File: config.mk
export PLATFORM = sky130hd
export DESIGN_NAME = color_sched_flat
export DESIGN_NICKNAME = d
export VERILOG_FILES = /design/src/rtl/color_sched_pkg.sv /design/src/rtl/color_sched_if.sv /design/src/rtl/color_sched_job_fifo.sv /design/src/rtl/color_sched.sv /design/src/flat_wrapper.sv
export SDC_FILE = /design/constraint.sdc
export NUM_CORES = 1
export LEC_CHECK = 0
export CAP_MARGIN = 20
export CORE_ASPECT_RATIO = 1.2
export CORE_UTILIZATION = 55
export CTS_BUF_LIST = sky130_fd_sc_hd__clkbuf_16
export DETAILED_ROUTE_END_ITERATION = 16
export DONT_BUFFER_PORTS = 1
export PLACE_DENSITY = 0.77
export SYNTH_ARGS = -nofsm -noshare
export SYNTH_HDL_FRONTEND = slang
export SYNTH_HIERARCHICAL = 1
export SYNTH_SLANG_ARGS = --single-unit
File: constraint.sdc
create_clock -name clk -period 19.4 [get_ports clk]
set_input_delay 1.94 -clock clk [delete_from_list [all_inputs] [get_ports clk]]
set_output_delay 1.94 -clock clk [all_outputs]
set_load 0.03 [all_outputs]
File: src/rtl/color_sched_pkg.sv
// Shared types for the triangle colour-fill scheduler: geometry, colour, queued job and FSM states.
package color_sched_pkg;

  localparam int unsigned COLOR_SCHED_DEPTH = 4;

  typedef struct packed {
    logic signed [15:0] x;
    logic signed [15:0] y;
    logic signed [15:0] z;
  } Vertex3D;

  typedef struct packed {
    Vertex3D v0;
    Vertex3D v1;
    Vertex3D v2;
  } Triangle3D;

  typedef struct packed {
    logic [7:0] r;
    logic [7:0] g;
    logic [7:0] b;
  } Color;

  typedef struct packed {
    Triangle3D ver;
    Color      rgb;
    shortint   height;
  } ColorJob;

  typedef enum logic [2:0] {
    ST_IDLE,
    ST_LOAD,
    ST_ISSUE,
    ST_RUN,
    ST_FRAME
  } sched_state_e;

  function automatic logic [15:0] sat_inc16(input logic [15:0] v);
    return (v == 16'hFFFF) ? v : v + 16'd1;
  endfunction

endpackage

File: src/rtl/color_sched_if.sv
// Job intake handshake from triangle setup plus the launch/done handshake to colorloop.
interface color_sched_if;
  import color_sched_pkg::*;

  logic        tri_valid;
  logic        tri_ready;
  Triangle3D   tri_in;
  Color        tri_color;
  logic [15:0] tri_height;

  logic        cl_done;
  logic        cl_color_en;
  Triangle3D   cl_ver;
  Color        cl_rgb;
  logic [15:0] cl_height;

  // master: the scheduler; slave: setup stage and colorloop around it
  modport master (
    input  tri_valid, tri_in, tri_color, tri_height, cl_done,
    output tri_ready, cl_color_en, cl_ver, cl_rgb, cl_height
  );

  modport slave (
    output tri_valid, tri_in, tri_color, tri_height, cl_done,
    input  tri_ready, cl_color_en, cl_ver, cl_rgb, cl_height
  );

endinterface

File: src/rtl/color_sched_job_fifo.sv
// Circular-buffer FIFO of ColorJob with occupancy count; head is readable combinationally.
module job_fifo
  import color_sched_pkg::*;
#(
  parameter int unsigned DEPTH = COLOR_SCHED_DEPTH
) (
  input  logic    clk,
  input  logic    rst,
  input  logic    push,
  input  logic    pop,
  input  ColorJob din,
  output ColorJob head,
  output logic    full,
  output logic    empty
);

  localparam int unsigned PTR_W = (DEPTH > 1) ? $clog2(DEPTH) : 1;
  localparam int unsigned CNT_W = PTR_W + 1;

  ColorJob          mem_q [DEPTH];
  logic [PTR_W-1:0] wr_ptr_q, wr_ptr_d;
  logic [PTR_W-1:0] rd_ptr_q, rd_ptr_d;
  logic [CNT_W-1:0] count_q, count_d;
  logic             do_push, do_pop;

  assign full  = (count_q == CNT_W'(DEPTH));
  assign empty = (count_q == '0);
  assign head  = mem_q[rd_ptr_q];

  always_comb begin
    do_push  = push && !full;
    do_pop   = pop && !empty;
    wr_ptr_d = wr_ptr_q;
    rd_ptr_d = rd_ptr_q;
    count_d  = count_q;
    // Pointers wrap naturally because DEPTH is a power of two.
    if (do_push) wr_ptr_d = wr_ptr_q + PTR_W'(1);
    if (do_pop)  rd_ptr_d = rd_ptr_q + PTR_W'(1);
    if (do_push && !do_pop)      count_d = count_q + CNT_W'(1);
    else if (!do_push && do_pop) count_d = count_q - CNT_W'(1);
  end

  always_ff @(posedge clk or posedge rst) begin
    if (rst) begin
      wr_ptr_q <= '0;
      rd_ptr_q <= '0;
      count_q  <= '0;
    end else begin
      wr_ptr_q <= wr_ptr_d;
      rd_ptr_q <= rd_ptr_d;
      count_q  <= count_d;
    end
  end

  // Storage needs no reset: the count alone decides which entries are live.
  always_ff @(posedge clk) begin
    if (do_push) mem_q[wr_ptr_q] <= din;
  end

endmodule

File: src/rtl/color_sched.sv
// Buffers rasterization jobs and launches one colorloop pass at a time, with watchdog and frame accounting.
module color_sched
  import color_sched_pkg::*;
#(
  parameter int unsigned DEPTH    = COLOR_SCHED_DEPTH,
  parameter int unsigned MAX_WAIT = 4096
) (
  input  logic              clk,
  input  logic              rst,
  color_sched_if.master     bus,
  input  logic              flush,
  output logic              busy,
  output logic              frame_done,
  output logic              timeout,
  output logic [15:0]       tri_count
);

  localparam int unsigned WD_W = (MAX_WAIT > 1) ? $clog2(MAX_WAIT) : 1;

  sched_state_e    state_q, state_d;
  ColorJob         job_q, job_d;
  logic            cl_color_en_q, cl_color_en_d;
  logic            frame_done_q, frame_done_d;
  logic            timeout_q, timeout_d;
  logic            flush_pend_q, flush_pend_d;
  logic [15:0]     tri_count_q, tri_count_d;
  logic [WD_W-1:0] wdog_q, wdog_d;

  ColorJob fifo_din, fifo_head;
  logic    fifo_push, fifo_pop, fifo_full, fifo_empty;

  always_comb begin
    fifo_din.ver    = bus.tri_in;
    fifo_din.rgb    = bus.tri_color;
    fifo_din.height = bus.tri_height;
  end

  assign fifo_push = bus.tri_valid && !fifo_full;

  job_fifo #(.DEPTH(DEPTH)) u_job_fifo (
    .clk   (clk),
    .rst   (rst),
    .push  (fifo_push),
    .pop   (fifo_pop),
    .din   (fifo_din),
    .head  (fifo_head),
    .full  (fifo_full),
    .empty (fifo_empty)
  );

  always_comb begin
    state_d      = state_q;
    job_d        = job_q;
    timeout_d    = timeout_q;
    flush_pend_d = flush_pend_q;
    tri_count_d  = tri_count_q;
    wdog_d       = wdog_q;
    fifo_pop     = 1'b0;

    unique case (state_q)
      ST_IDLE: begin
        if (!fifo_empty)       state_d = ST_LOAD;
        else if (flush_pend_q) state_d = ST_FRAME;
      end
      ST_LOAD: begin
        job_d    = fifo_head;
        fifo_pop = 1'b1;
        state_d  = ST_ISSUE;
      end
      ST_ISSUE: begin
        wdog_d  = '0;
        state_d = ST_RUN;
      end
      ST_RUN: begin
        // A completed pass with work queued skips IDLE so the next launch follows done by two cycles.
        if (bus.cl_done) begin
          tri_count_d = sat_inc16(tri_count_q);
          state_d     = fifo_empty ? ST_IDLE : ST_LOAD;
        end else if (wdog_q == WD_W'(MAX_WAIT - 1)) begin
          timeout_d = 1'b1;
          state_d   = ST_IDLE;
        end else begin
          wdog_d = wdog_q + WD_W'(1);
        end
      end
      ST_FRAME: begin
        tri_count_d  = '0;
        flush_pend_d = 1'b0;
        state_d      = ST_IDLE;
      end
      default: state_d = ST_IDLE;
    endcase

    if (flush && state_q != ST_FRAME) flush_pend_d = 1'b1;

    cl_color_en_d = (state_d == ST_ISSUE);
    frame_done_d  = (state_d == ST_FRAME);
  end

  always_ff @(posedge clk or posedge rst) begin
    if (rst) begin
      state_q       <= ST_IDLE;
      job_q         <= '0;
      cl_color_en_q <= 1'b0;
      frame_done_q  <= 1'b0;
      timeout_q     <= 1'b0;
      flush_pend_q  <= 1'b0;
      tri_count_q   <= '0;
      wdog_q        <= '0;
    end else begin
      state_q       <= state_d;
      job_q         <= job_d;
      cl_color_en_q <= cl_color_en_d;
      frame_done_q  <= frame_done_d;
      timeout_q     <= timeout_d;
      flush_pend_q  <= flush_pend_d;
      tri_count_q   <= tri_count_d;
      wdog_q        <= wdog_d;
    end
  end

  assign bus.tri_ready   = !fifo_full;
  assign bus.cl_color_en = cl_color_en_q;
  assign bus.cl_ver      = job_q.ver;
  assign bus.cl_rgb      = job_q.rgb;
  assign bus.cl_height   = job_q.height;

  assign busy       = (state_q != ST_IDLE) || !fifo_empty;
  assign frame_done = frame_done_q;
  assign timeout    = timeout_q;
  assign tri_count  = tri_count_q;

endmodule

File: src/flat_wrapper.sv
// flat-port wrapper written by rule: the top's interface ports become plain ports
module color_sched_flat import color_sched_pkg::*;
#(
  parameter int unsigned DEPTH    = COLOR_SCHED_DEPTH,
  parameter int unsigned MAX_WAIT = 4096
)
  (clk, rst, flush, busy, frame_done, timeout, tri_count, bus_tri_valid, bus_tri_in, bus_tri_color, bus_tri_height, bus_cl_done, bus_tri_ready, bus_cl_color_en, bus_cl_ver, bus_cl_rgb, bus_cl_height);
  color_sched_if bus_i ();
  input  logic clk;
  input  logic rst;
  input  logic flush;
  output logic busy;
  output logic frame_done;
  output logic timeout;
  output logic [15:0] tri_count;
  input wire logic [$bits(bus_i.tri_valid)-1:0] bus_tri_valid;
  input wire logic [$bits(bus_i.tri_in)-1:0] bus_tri_in;
  input wire logic [$bits(bus_i.tri_color)-1:0] bus_tri_color;
  input wire logic [$bits(bus_i.tri_height)-1:0] bus_tri_height;
  input wire logic [$bits(bus_i.cl_done)-1:0] bus_cl_done;
  output wire logic [$bits(bus_i.tri_ready)-1:0] bus_tri_ready;
  output wire logic [$bits(bus_i.cl_color_en)-1:0] bus_cl_color_en;
  output wire logic [$bits(bus_i.cl_ver)-1:0] bus_cl_ver;
  output wire logic [$bits(bus_i.cl_rgb)-1:0] bus_cl_rgb;
  output wire logic [$bits(bus_i.cl_height)-1:0] bus_cl_height;
  assign bus_i.tri_valid = bus_tri_valid;
  assign bus_i.tri_in = bus_tri_in;
  assign bus_i.tri_color = bus_tri_color;
  assign bus_i.tri_height = bus_tri_height;
  assign bus_i.cl_done = bus_cl_done;
  assign bus_tri_ready = bus_i.tri_ready;
  assign bus_cl_color_en = bus_i.cl_color_en;
  assign bus_cl_ver = bus_i.cl_ver;
  assign bus_cl_rgb = bus_i.cl_rgb;
  assign bus_cl_height = bus_i.cl_height;
  color_sched #(.DEPTH(DEPTH), .MAX_WAIT(MAX_WAIT)) u_core (.clk(clk), .rst(rst), .bus(bus_i), .flush(flush), .busy(busy), .frame_done(frame_done), .timeout(timeout), .tri_count(tri_count));
endmodule
* Yosys cells after proc, flatten, opt, wreduce, memory -nomap -nowiden *
Memory sizes are Yosys's and may differ from the RTL's. A register that Yosys moved wholly into a read port is not among the register bits.
Cells that the tools add are included.

word-level totals
  flip-flop bits (word level) = 42
  bits in latches = 0
  bits in writable memories = 736
  bits in read-only memories = 0
  bits of input ports = 189
  output and inout bits = 205
  logic and storage cells = 72
  memories kept = 1

cells by class
  add/sub/neg operators = 6
  multiply operators = 0
  divide/modulo/power cells = 0
  magnitude comparators = 0
  equality and inequality tests = 14
  shifts and indexed selects = 0
  multiplexer cells = 19
  bitwise operators = 1
  reductions and logical operators = 21

memories
  memory                   depth  bits a word  read ports  clocked after memory_dff  wr ports  RTL line                    text
  u_core.u_job_fifo.mem_q  4      184          1           1                         1         color_sched_job_fifo.sv:20  ColorJob mem_q [DEPTH];

operator list
  operator                                        count
  two-way mux 16 bit                              2
  one-hot mux 16 bit (2 select lines)             1
  two-way mux 12 bit                              2
  one-hot mux 12 bit (2 select lines)             1
  two-way mux 3 bit                               6
  adder 16 x 1 -> 16 bit (second input constant)  1
  == test 16 bit (second input constant)          1
  adder 12 x 1 -> 12 bit (second input constant)  1
  == test 12 bit (second input constant)          1
  one-hot mux 3 bit (4 select lines)              1
  == test 3 x 2 -> 1 bit (second input constant)  3
  == test 3 bit (second input constant)           3
  AND reduction 3 bit                             3
  inequality test 2 bit (second input constant)   4
  nonzero test 2 bit                              4
  logical AND 1 bit                               6
  logical NOT 3 bit                               2
  two-way mux 1 bit                               6
  adder 2 x 1 -> 2 bit (second input constant)    2
  logical NOT 1 bit                               4
  adder 3 x 1 -> 3 bit (second input constant)    1
  == test 3 x 1 -> 1 bit (second input constant)  1
  inequality test 3 bit (second input constant)   1
  nonzero test 3 bit                              1
  other kinds (3)                                 3

* Longest topological paths before layout *
Gate-level depths: netlist (run 1).

  depth after elaboration = 8
  depth in mapped cells = 11
  mapped depth without buffers = 9

* By module *
Netlist (run 1), hierarchy kept.

by module, submodules not included
  module       instances  cells an instance  area an instance (µm²)  sequential area each (µm²)
  job_fifo     1          998                26,979.6                22,276.4
  color_sched  1          584                8,644.5                 5,480.3

* Worst setup path after synthesis (run 1) *
Ideal clock, no wire load.

  path kind = input to register
  from = input bus_tri_valid
  to = memory u_core/u_job_fifo/mem_q[0][0] (netlist bit), enable pin
  setup time = 0.567 ns
  arrival = 6.525 ns
  data required time = 18.833 ns
  slack = 12.309 ns
  cell stages on the path = 4
  buffers on the path = 1
  path through = nor2b_1 nor2b_1 buf_2 and2_1

on the way
  longest elaborated chain between the ends = 4

ends and longest elaborated chain
  what                                     RTL line                    text
  start: declaration                       flat_wrapper.sv:16          input wire logic [$bits(bus_i.tri_valid)-1:0] bus_tri_valid;
  logical AND 1 bit                        color_sched.sv:38           assign fifo_push = bus.tri_valid && !fifo_full;
  logical AND 1 bit                        color_sched_job_fifo.sv:31  do_push = push && !full;
  via u_core.u_job_fifo.do_push            color_sched_job_fifo.sv:24  logic do_push, do_pop;
  two-way mux 1 bit                        color_sched_job_fifo.sv:57  if (do_push) mem_q[wr_ptr_q] <= din;
  two-way mux 1 bit (implied by the code)  color_sched_job_fifo.sv:57
  end: declaration                         color_sched_job_fifo.sv:20

The timed path passes the listed nets, and every way through them passes these cells.

* Worst setup path in the final report (run 1) *
  from = register u_core.u_job_fifo.count_q[0]
  to = output busy

on the way
  longest elaborated chain between the ends = 3

ends and longest elaborated chain
  what                      RTL line                    text
  start: declaration        color_sched_job_fifo.sv:23  logic [CNT_W-1:0] count_q, count_d;
  start signal: assignment  color_sched_job_fifo.sv:51  count_q <= count_d;
  logical NOT 3 bit         color_sched_job_fifo.sv:27  assign empty = (count_q == '0);
  via u_core.fifo_empty     color_sched.sv:30           logic fifo_push, fifo_pop, fifo_full, fifo_empty;
  logical NOT 1 bit         --
  logical OR 1 bit          color_sched.sv:128          assign busy = (state_q != ST_IDLE) || !fifo_empty;
  end: declaration          flat_wrapper.sv:12          output logic busy;

The timed path passes the listed nets, and every way through them passes these cells.

==> results.yml, run 1 <==
power_and_ir_drop:
  p_leak_uw: 0.0133
  comb_power_share: 0.213
  internal_power_uw: 4550
  power.density_mw_per_mm2: 172
  ir_drop_uv: 135
  seq_power_share: 0.528
  power_uw: 6760
  swShare: 0.327
  p_switching_uw: 2210
  clockPowerShare: 0.259
critical_path:
  crit_path_start_kind: "flop"
  cpPeakStageDelay_ns: 0.63
  cp-end-kind: "output pin"
  crit_required_ns: 17.46
  criticalPathCategory: "flop to output pin"
  r2r_end: "u_core/bus.cl_rgb[0]"
  cp_cell_sequence: "nor3_1 -> inv_1 -> or4_1"
  reg2regPathDepth: 4
  crit_path_top_delay_cell: "or4_1"
  r2r_slack_ns: 15.76
  crit_arrival_ns: 2.31
  timing.rr.start: "u_core/u_job_fifo/rd_ptr_q[0]"
  critPathMaxFanout: 4
job:
  maxCapViolCount: 0
run_status:
  status: "completed"
drt:
  ant_nets: 0
  drt_pass1_iterations: 5
  wirelength_um: 69500
  via_count: 15500
  drt_iter0_markers: 1036
  avgRoutedWirePerCell_um: 27.5
  drc: 0
  vias_per_cell: 6.13
yosys:
  async_flop_share: 0.235
  syn-num-nets: 1779
  synth_cell_types: 51
  synth_enable_flop_cells: 736
  yosysSeqAreaShare: 0.779
  yosys_warnings: 6
  syn_area_mm2: 0.0356
  ys.flop_type: "edfxtp_1"
  avgSynthCellArea_um2: 22.5
  synthCells: 1582
  ys_seq_elements: 962
sta:
  worstMarginPinSlew_ns: 1.20
  clock_skew_ns: 0.0166
  drv_slew: 0
  slew_headroom: 0.202
  worst_slack_ns: 15.15
  tns_ns: 0
  finalCritPeriodShare: 0.219
  setup_viol: 0
  period_needed_ns: 4.25
  hold_violations: 0
  rsz0062_at_grt: "no"
  fmaxAchievable_ghz: 0.235
floorplanning:
  start_util: 0.559
  io_pins: 394
  chipHeight_um: 281
  core_area_mm2: 0.0637
  die_width_um: 234
  rows: 101
  die_area_mm2: 0.0658
worst_hold_path:
  hold_end: "u_core/flush_pend_q"
  min_from: "u_core/flush_pend_q"
  min_path_cells: 2
  worstHoldPathType: "flop to flop"
finish:
  area_delta_synth_final_pct: 10.6
  multiInputGateArea_mm2: 0.00739
  antenna_cells: 0
  drive_gt1_frac: 0.312
  regArea_mm2: 0.0278
  fin_nets: 1820
  postLayoutCellArea_mm2: 0.0394
  stdcell_count: 2525
  fillers: 4231
clock_network:
  hold_buffers: 0
  clkSinkCount: 962
  ctsResizeCount: 0
  worstSkewPairLatency_ns: 0.64
  cts_setup_buffers: 0
  clockRootBuffer: "clkbuf_16"
  cts_max_level: 3
  cts_tree: "done"
  cts_buffer_depth: 3
  cts_buffers: 90
  clk_transition_reported_paths_ns: 0.06
placement:
  gp_congestion: 0.819
  dp_slack_ns: 14.63
  place_hpwl_um: 40300
  dpl.cell_count: 2355
  postPlaceCellArea_mm2: 0.0364
  portBuffers: 0
grt:
  antenna_found_initial: 0
  grt_pass1_vias: 16600
  grt_pass1_wl_um: 103000
  overflow: 0
  grt_start_max_net_pins: 145
  grt_usage: 0.214
==> worst max-delay path: cells and delay by family (launching register included) <==
| family | cells | cell delay [ns] |
|---|---|---|
| buffers and inverters | 1 | 0.12 |
| DFF | 1 | 0.45 |
| and+or+nand+nor | 2 | 1.11 |
==> placed cells by master, fill, tap and decap left out, types with 12 or more instances in the layout <==
| cell type | netlist | layout |
|---|---|---|
| buf_4 | 1 | 16 |
| mux2_2 | 185 | 185 |
| dfrtp_1 | 226 | 224 |
| a21oi_1 | 20 | 20 |
| edfxtp_1 | 736 | 736 |
| o31ai_1 | 14 | 14 |
| nand2_1 | 12 | 12 |
| clkinv_2 | 0 | 14 |
| clkinv_1 | 0 | 21 |
| mux4_2 | 184 | 184 |
| or4_1 | 13 | 13 |
| inv_1 | 12 | 33 |
| clkbuf_16 | 0 | 92 |
==> layer usage <==
layer	part of all wire	GRT usage	wire length [um]	vias to the layer above
met5	0	0	0	-
met4	0.038	0.0915	2670	0
met3	0.086	0.0694	5940	140
met2	0.52	0.357	35800	530
met1	0.36	0.254	25000	8229
li1	-	-	-	6589
==> metrics by stage <==
step                      utilization  hold WS [ns]
final                           0.619         0.506
after global routing            0.619         0.544
after CTS                       0.619         0.511
after detailed placement        0.572         0.491
after global placement          0.572         0.476
after floorplan                     -         0.454
==> power by group through the flow <==
| stage | Sequential, uW | Combinational [uW] | Clock, uW |
|---|---|---|---|
| 2_1_floorplan | 3480 | 1230 | 0 |
| 3_5_place_dp | 3610 | 1460 | 0 |
| 3_3_place_gp | 3580 | 1420 | 0 |
| 4_1_cts | 3580 | 1480 | 1780 |
| 6_report | 3570 | 1440 | 1750 |
| 5_1_grt | 3630 | 1550 | 1860 |
==> layout make-up <==
cell class / count / area share
Sequential cell: 962 / 0.705
Multi-Input combinational cell: 537 / 0.188
Clock buffer: 92 / 0.0584
Tap cell: 824 / 0.0262
Clock inverter: 78 / 0.0170
Timing Repair Buffer: 20 / 0.00470
Inverter: 12 / 0.00133
==> synth_stat cells (11+ instances only) <==
library cell / count / share of area
clkbuf_1: 11 / 0.0012
buf_2: 41 / 0.0058
a21oi_1: 20 / 0.0028
buf_6: 17 / 0.0054
mux4_2: 184 / 0.12
inv_1: 12 / 0.0013
nand2_1: 12 / 0.0013
edfxtp_1: 736 / 0.62
mux2_2: 185 / 0.058
o31ai_1: 14 / 0.0030
or4_1: 13 / 0.0027
dfrtp_1: 226 / 0.16
==> state kept, by name (all words and copies together), names as in the netlist <==
register                    cells
u_core/u_job_fifo/mem_q       736
u_core/bus.cl_ver             144
u_core/bus.cl_rgb              24
u_core/bus.cl_height           16
u_core/tri_count               16
u_core/wdog_q                  12
u_core/state_q                  3
u_core/u_job_fifo/count_q       3
u_core/u_job_fifo/rd_ptr_q      2
u_core/u_job_fifo/wr_ptr_q      2
u_core/bus.cl_color_en          1
u_core/flush_pend_q             1
u_core/frame_done               1
u_core/timeout                  1
==> worst max path at each step <==
stage                     cells past startpoint                    startpoint  slack [ns]                             end
after floorplan                               1                           rst       11.47          u_core/bus.cl_color_en
after global placement                        4                 bus_tri_valid       14.64  u_core/u_job_fifo/mem_q[2][56]
after detailed placement                      4                 bus_tri_valid       14.63  u_core/u_job_fifo/mem_q[2][64]
after CTS                                     3  u_core/u_job_fifo/count_q[0]       15.13                            busy
after global routing                          3  u_core/u_job_fifo/count_q[0]       15.11                            busy
final                                         3  u_core/u_job_fifo/count_q[0]       15.15                            busy
==> kinds of logic (layout without fill, tap and decap cells) <==
kind of cell | count (synthesis) | after routing | synth area share
buffers and inverters | 83 | 202 | 0.0139
and+or+nand+nor | 90 | 90 | 0.0159
adders and majority gates | 8 | 8 | 0.00302
xor gates and xnor gates | 6 | 6 | 0.00148
muxes | 370 | 370 | 0.175
DFF | 962 | 962 | 0.779
AOI/OAI and AO/OA | 63 | 63 | 0.0115
(Power assumes the default switching activity.)
==> run 2: changes to the inputs <==
Settings changed: PLACE_DENSITY 0.77 to 0.8.
Clock period 19.4 ns to 3.4 ns, I/O delays scaled along.
==> run 2 against run 1 <==
Cell count increased by 8.1%. Non-clock buffer count increased by 202. Hold slack got worse by 0.36 ns. Final area increased by 5.9%. Critical path type is now flop to flop. Highest routed layer is now met5.
==> results.yml, run 2 (same netlist as run 1, synthesis figures left out) <==
run_status:
  status: "completed"
finish:
  layout_commonest_cell: "edfxtp_1"
  largest_register_ffs: 736
  fillers: 4007
  fin_nets: 2022
  largest_register: "u_core/u_job_fifo/mem_q"
  final_cell_mix: "736 x edfxtp_1, 224 x dfrtp_1, 187 x dlygate4sd3_1"
  final_util: 0.655
  drive_gt1_frac: 0.290
  area_delta_synth_final_pct: 17.1
  stdcell_count: 2729
clock_network:
  ctsResizeCount: 0
  cts_tree: "done"
  clk_transition_reported_paths_ns: 0.06
  cts_buffer_depth: 3
  clkSinkCount: 962
  cts_buffers: 90
  clockRootBuffer: "clkbuf_16"
  cts_max_level: 3
  worstSkewPairLatency_ns: 0.64
critical_path:
  critPathMaxFanout: 69
  cp_cell_sequence: "nor3b_2 -> nor2b_1 -> nor2b_1 -> and2_4 -> buf_12"
  cp-end-kind: "flop"
  crit_path_start_kind: "flop"
  path_delay_family: "simple AND/OR/NAND/NOR gates"
  cpPeakStageDelay_ns: 0.49
  crit_required_ns: 3.66
  crit_arrival_ns: 2.75
  crit_buf_inv: 1
  crit_path_top_delay_cell: "and2_4"
  path_common_cell: "nor2b_1"
  criticalPathCategory: "flop to flop"
job:
  maxCapViolCount: 0
placement:
  portBuffers: 0
  gp_congestion: 0.795
  dpl.cell_count: 2370
  place_hpwl_um: 42500
grt:
  grt_start_max_net_pins: 121
  grt_pass1_wl_um: 113000
  grt_usage: 0.233
  antenna_found_initial: 5
  grt_pass1_vias: 17900
  overflow: 0
power_and_ir_drop:
  p_leak_uw: 0.0143
  power_uw: 39700
  power.density_mw_per_mm2: 952
  ir_drop_uv: 725
sta:
  setup_viol: 0
  fmaxAchievable_ghz: 0.401
  period_needed_ns: 2.49
  worstMarginPinSlew_ns: 1.02
  finalCritPeriodShare: 0.733
  hold_violations: 0
  drv_slew: 0
  whs_ns: 0.147
  rsz0062_at_grt: "no"
  clock_skew_ns: 0.0269
  slew_headroom: 0.312
floorplanning:
  rows: 101
  die_width_um: 234
  io_pins: 394
  core_area_mm2: 0.0637
  start_util: 0.559
  die_area_mm2: 0.0658
  chipHeight_um: 281
drt:
  wirelength_um: 75800
  drt_pass1_iterations: 6
  vias_per_cell: 6.09
  ant_nets: 0
  drt_iter0_markers: 1343
  avgRoutedWirePerCell_um: 27.8
  drc: 0
  via_count: 16600
worst_hold_path:
  worstHoldPathType: "input port to flop"
-- run 2: cell count changes in the layout (fill, tap and decap cells not counted), sizes merged --
cell and change:
inv -3, clkinvlp +4, bufinv +4, dlygate4sd3 +187
clkbuf +1, clkinv -6, buf +15, diode +2
-- run 2: per-layer routing --
metal | wire, um | part of all wire | global-route usage
met1 | 27900 | 0.37 | 0.287
met2 | 40300 | 0.53 | 0.403
met3 | 5530 | 0.073 | 0.0556
met4 | 2070 | 0.027 | 0.0794
met5 | 55 | 0.00073 | 0
-- run 2: final timing paths --
kind                                                   to  cells after the start  slack [ns]                    startpoint
setup reg to reg           u_core/u_job_fifo/mem_q[0][78]                      5        0.91  u_core/u_job_fifo/count_q[2]
max in group asynchronous           u_core/bus.cl_ver[43]                      3        1.84                           rst
hold / removal                        u_core/tri_count[1]                      3        0.15                   bus_cl_done
setup / recovery           u_core/u_job_fifo/mem_q[0][78]                      5        0.91  u_core/u_job_fifo/count_q[2]
hold reg to reg              u_core/u_job_fifo/count_q[2]                      1        0.51  u_core/u_job_fifo/count_q[2]
min in group asynchronous   u_core/u_job_fifo/rd_ptr_q[1]                      2        0.22                           rst
-- run 2: power breakdown --
group	switching (uW)	internal, uW	total (uW)
clock	4330	5980	10300
combinational	4340	4700	9040
sequential	4380	16000	20400
total	13100	26700	39700
-- run 2: stage by stage --
step	cell area [um2]	setup slack, ns	setup TNS, ns
final	41700	0.907	0
after global routing	41700	0.697	0
after CTS	41700	0.865	0
after detailed placement	36800	0.911	0
after global placement	36800	0.937	0
after floorplan	35600	-0.226	-166.17
-- run 2: area by class of cell --
cell class                      instances  area, um2  share of cell area
Multi-Input combinational cell        537       7390               0.177
Inverter                               12       48.8             0.00117
Clock inverter                         77        727              0.0174
Clock buffer                           93       2330              0.0558
Sequential cell                       962      27800               0.666
Timing Repair Buffer                  222       2420              0.0580
Tap cell                              824       1030              0.0247
Antenna cell                            2       5.00            0.000120
-- run 2: repair_timing --
action / in CTS / in global routing
hold endpoints to repair: 768 / 0
hold buffers: 187 / 0
buffers inserted: 0 / 0
-- run 2: tightest hold or removal path, delay by kind of cell --
kind,cells,cell delay [ns]
and+or+nand+nor,2,0.33
AOI/OAI and AO/OA,1,0.06
==> run 3: changes to the inputs <==
Clock period 3.4 ns to 2.2 ns, I/O delays scaled along.
==> run 3 against run 2 <==
Via count increased by 4.0%. Hold slack worse by 0.061 ns. Register-to-register slack got worse by 0.86 ns. Non-clock buffer count is 92 higher. Sequential share of layout area shrank 1.6 points. First-iteration DRC count rose by 8.3%. Critical path type is now flop to output pin.
==> results.yml, run 3 (same netlist as run 1, synthesis figures left out) <==
power_and_ir_drop:
  seq_power_share: 0.495
  ir_drop_uv: 982
  p_leak_uw: 0.0148
  p_switching_uw: 20700
  internal_power_uw: 41700
  swShare: 0.332
  power.density_mw_per_mm2: 1460
  comb_power_share: 0.261
  clockPowerShare: 0.244
grt:
  grt_pass1_vias: 18600
  grt_start_max_net_pins: 94
  overflow: 0
  grt_usage: 0.237
  antenna_found_initial: 5
  grt_pass1_wl_um: 115000
drt:
  drt_iter0_markers: 1455
  avgRoutedWirePerCell_um: 27.3
  drt_pass1_iterations: 5
  ant_nets: 0
  wirelength_um: 77200
  via_count: 17300
  drc: 0
  vias_per_cell: 6.11
critical_path:
  r2r_slack_ns: 0.05
  timing.rr.start: "u_core/u_job_fifo/count_q[0]"
  criticalPathCategory: "flop to output pin"
  cp-end-kind: "output pin"
  reg2regPathDepth: 10
  crit_arrival_ns: 1.96
  crit_path_start_kind: "flop"
  r2r_end: "u_core/u_job_fifo/count_q[2]"
  cp_cell_sequence: "nor3_4 -> buf_6 -> inv_2 -> or4_4"
  critPathMaxFanout: 3
  cpPeakStageDelay_ns: 0.52
  crit_path_top_delay_cell: "or4_4"
  crit_required_ns: 1.98
floorplanning:
  die_width_um: 234
  start_util: 0.559
  io_pins: 394
  die_area_mm2: 0.0658
  core_area_mm2: 0.0637
  chipHeight_um: 281
  rows: 101
run_status:
  status: "completed"
finish:
  stdcell_count: 2827
  largest_register_ffs: 736
  area_delta_synth_final_pct: 19.9
  final_util: 0.671
  fin_nets: 2115
  drive_gt1_frac: 0.322
  final_cell_mix: "736 x edfxtp_1, 222 x dfrtp_1, 187 x dlygate4sd3_1"
  largest_register: "u_core/u_job_fifo/mem_q"
  layout_commonest_cell: "edfxtp_1"
placement:
  dpl.cell_count: 2457
  place_hpwl_um: 47500
  portBuffers: 0
  gp_congestion: 0.864
sta:
  worstMarginPinSlew_ns: 0.872
  hold_violations: 0
  fmaxAchievable_ghz: 0.458
  drv_slew: 0
  setup_viol: 0
  finalCritPeriodShare: 0.992
  clock_skew_ns: 0.0255
  slew_headroom: 0.417
  rsz0062_at_grt: "yes"
  period_needed_ns: 2.18
worst_hold_path:
  min_path_cells: 3
  worstHoldPathType: "input port to flop"
  min_from: "bus_cl_done"
  hold_end: "u_core/wdog_q[10]"
clock_network:
  cts_buffer_depth: 3
  clk_transition_reported_paths_ns: 0.06
  cts_max_level: 3
  worstSkewPairLatency_ns: 0.65
  cts_buffers: 91
  clockRootBuffer: "clkbuf_16"
  clkSinkCount: 962
  cts_tree: "done"
job:
  maxCapViolCount: 0
==> run 3: worst max-delay path by stage <==
stage | to | slack (ns) | start
after global placement | u_core/u_job_fifo/count_q[2] | 0.18 | u_core/u_job_fifo/count_q[2]
after global routing | busy | -0.04 | u_core/u_job_fifo/count_q[0]
final | busy | 0.02 | u_core/u_job_fifo/count_q[0]
after CTS | busy | -0.05 | u_core/u_job_fifo/count_q[1]
after floorplan | u_core/bus.cl_color_en | -0.87 | rst
after detailed placement | u_core/u_job_fifo/count_q[2] | 0.07 | u_core/u_job_fifo/count_q[0]
==> run 3: routing by layer <==
| layer | track usage | wire (um) | up-vias |
|---|---|---|---|
| met3 | 0.0558 | 6080 | 138 |
| met2 | 0.408 | 40800 | 812 |
| li1 | - | - | 7197 |
| met4 | 0.0925 | 2370 | 0 |
| met1 | 0.287 | 27900 | 9127 |
| met5 | 0 | 0 | - |
==> run 3: power groups by stage <==
stage	combinational [uW]	sequential, uW	clock, uW
5_1_grt	17300	31300	16100
3_3_place_gp	15100	30800	0
2_1_floorplan	11000	30200	0
6_report	16300	30900	15200
4_1_cts	16300	30800	15300
3_5_place_dp	15600	31100	0
==> run 3: critical path, delay by kind of cell (launching register included) <==
family	cells	cell delay [ns]
DFF	1	0.43
buffers and inverters	2	0.17
and+or+nand+nor	2	0.74
==> run 3: layout make-up <==
| type | count | area, um2 |
|---|---|---|
| Sequential cell | 962 | 27800 |
| Clock inverter | 79 | 591 |
| Inverter | 12 | 48.8 |
| Fill cell | 3782 | 21000 |
| Tap cell | 824 | 1030 |
| Clock buffer | 93 | 2330 |
| Multi-Input combinational cell | 537 | 7420 |
| Timing Repair Buffer | 314 | 3530 |
| Antenna cell | 6 | 15.0 |
==> run 3: stage by stage <==
| step | power [uW] | area (um2) | hold slack [ns] | TNS (ns) | setup WS [ns] |
|---|---|---|---|---|---|
| final | 62300 | 42700 | 0.0861 | 0 | 0.0173 |
| after detailed placement | 46700 | 37900 | 0.0919 | 0 | 0.0699 |
| after CTS | 62500 | 42700 | 0.0261 | -0.0482 | -0.0482 |
| after global routing | 64700 | 42700 | 0.0941 | -0.0476 | -0.0427 |
| after global placement | 45900 | 37900 | 0.0821 | 0 | 0.177 |
| after floorplan | 41200 | 35700 | 0.0234 | -518.80 | -0.874 |
==> run 3: what timing repair did <==
item / CTS / global route
pin swaps: 2 / 2
hold buffers: 187 / 0
setup endpoints to repair: 1 / 1
endpoints found under the hold margin: 763 / 0
gates resized for setup: 7 / 0
buffers inserted: 4 / 1
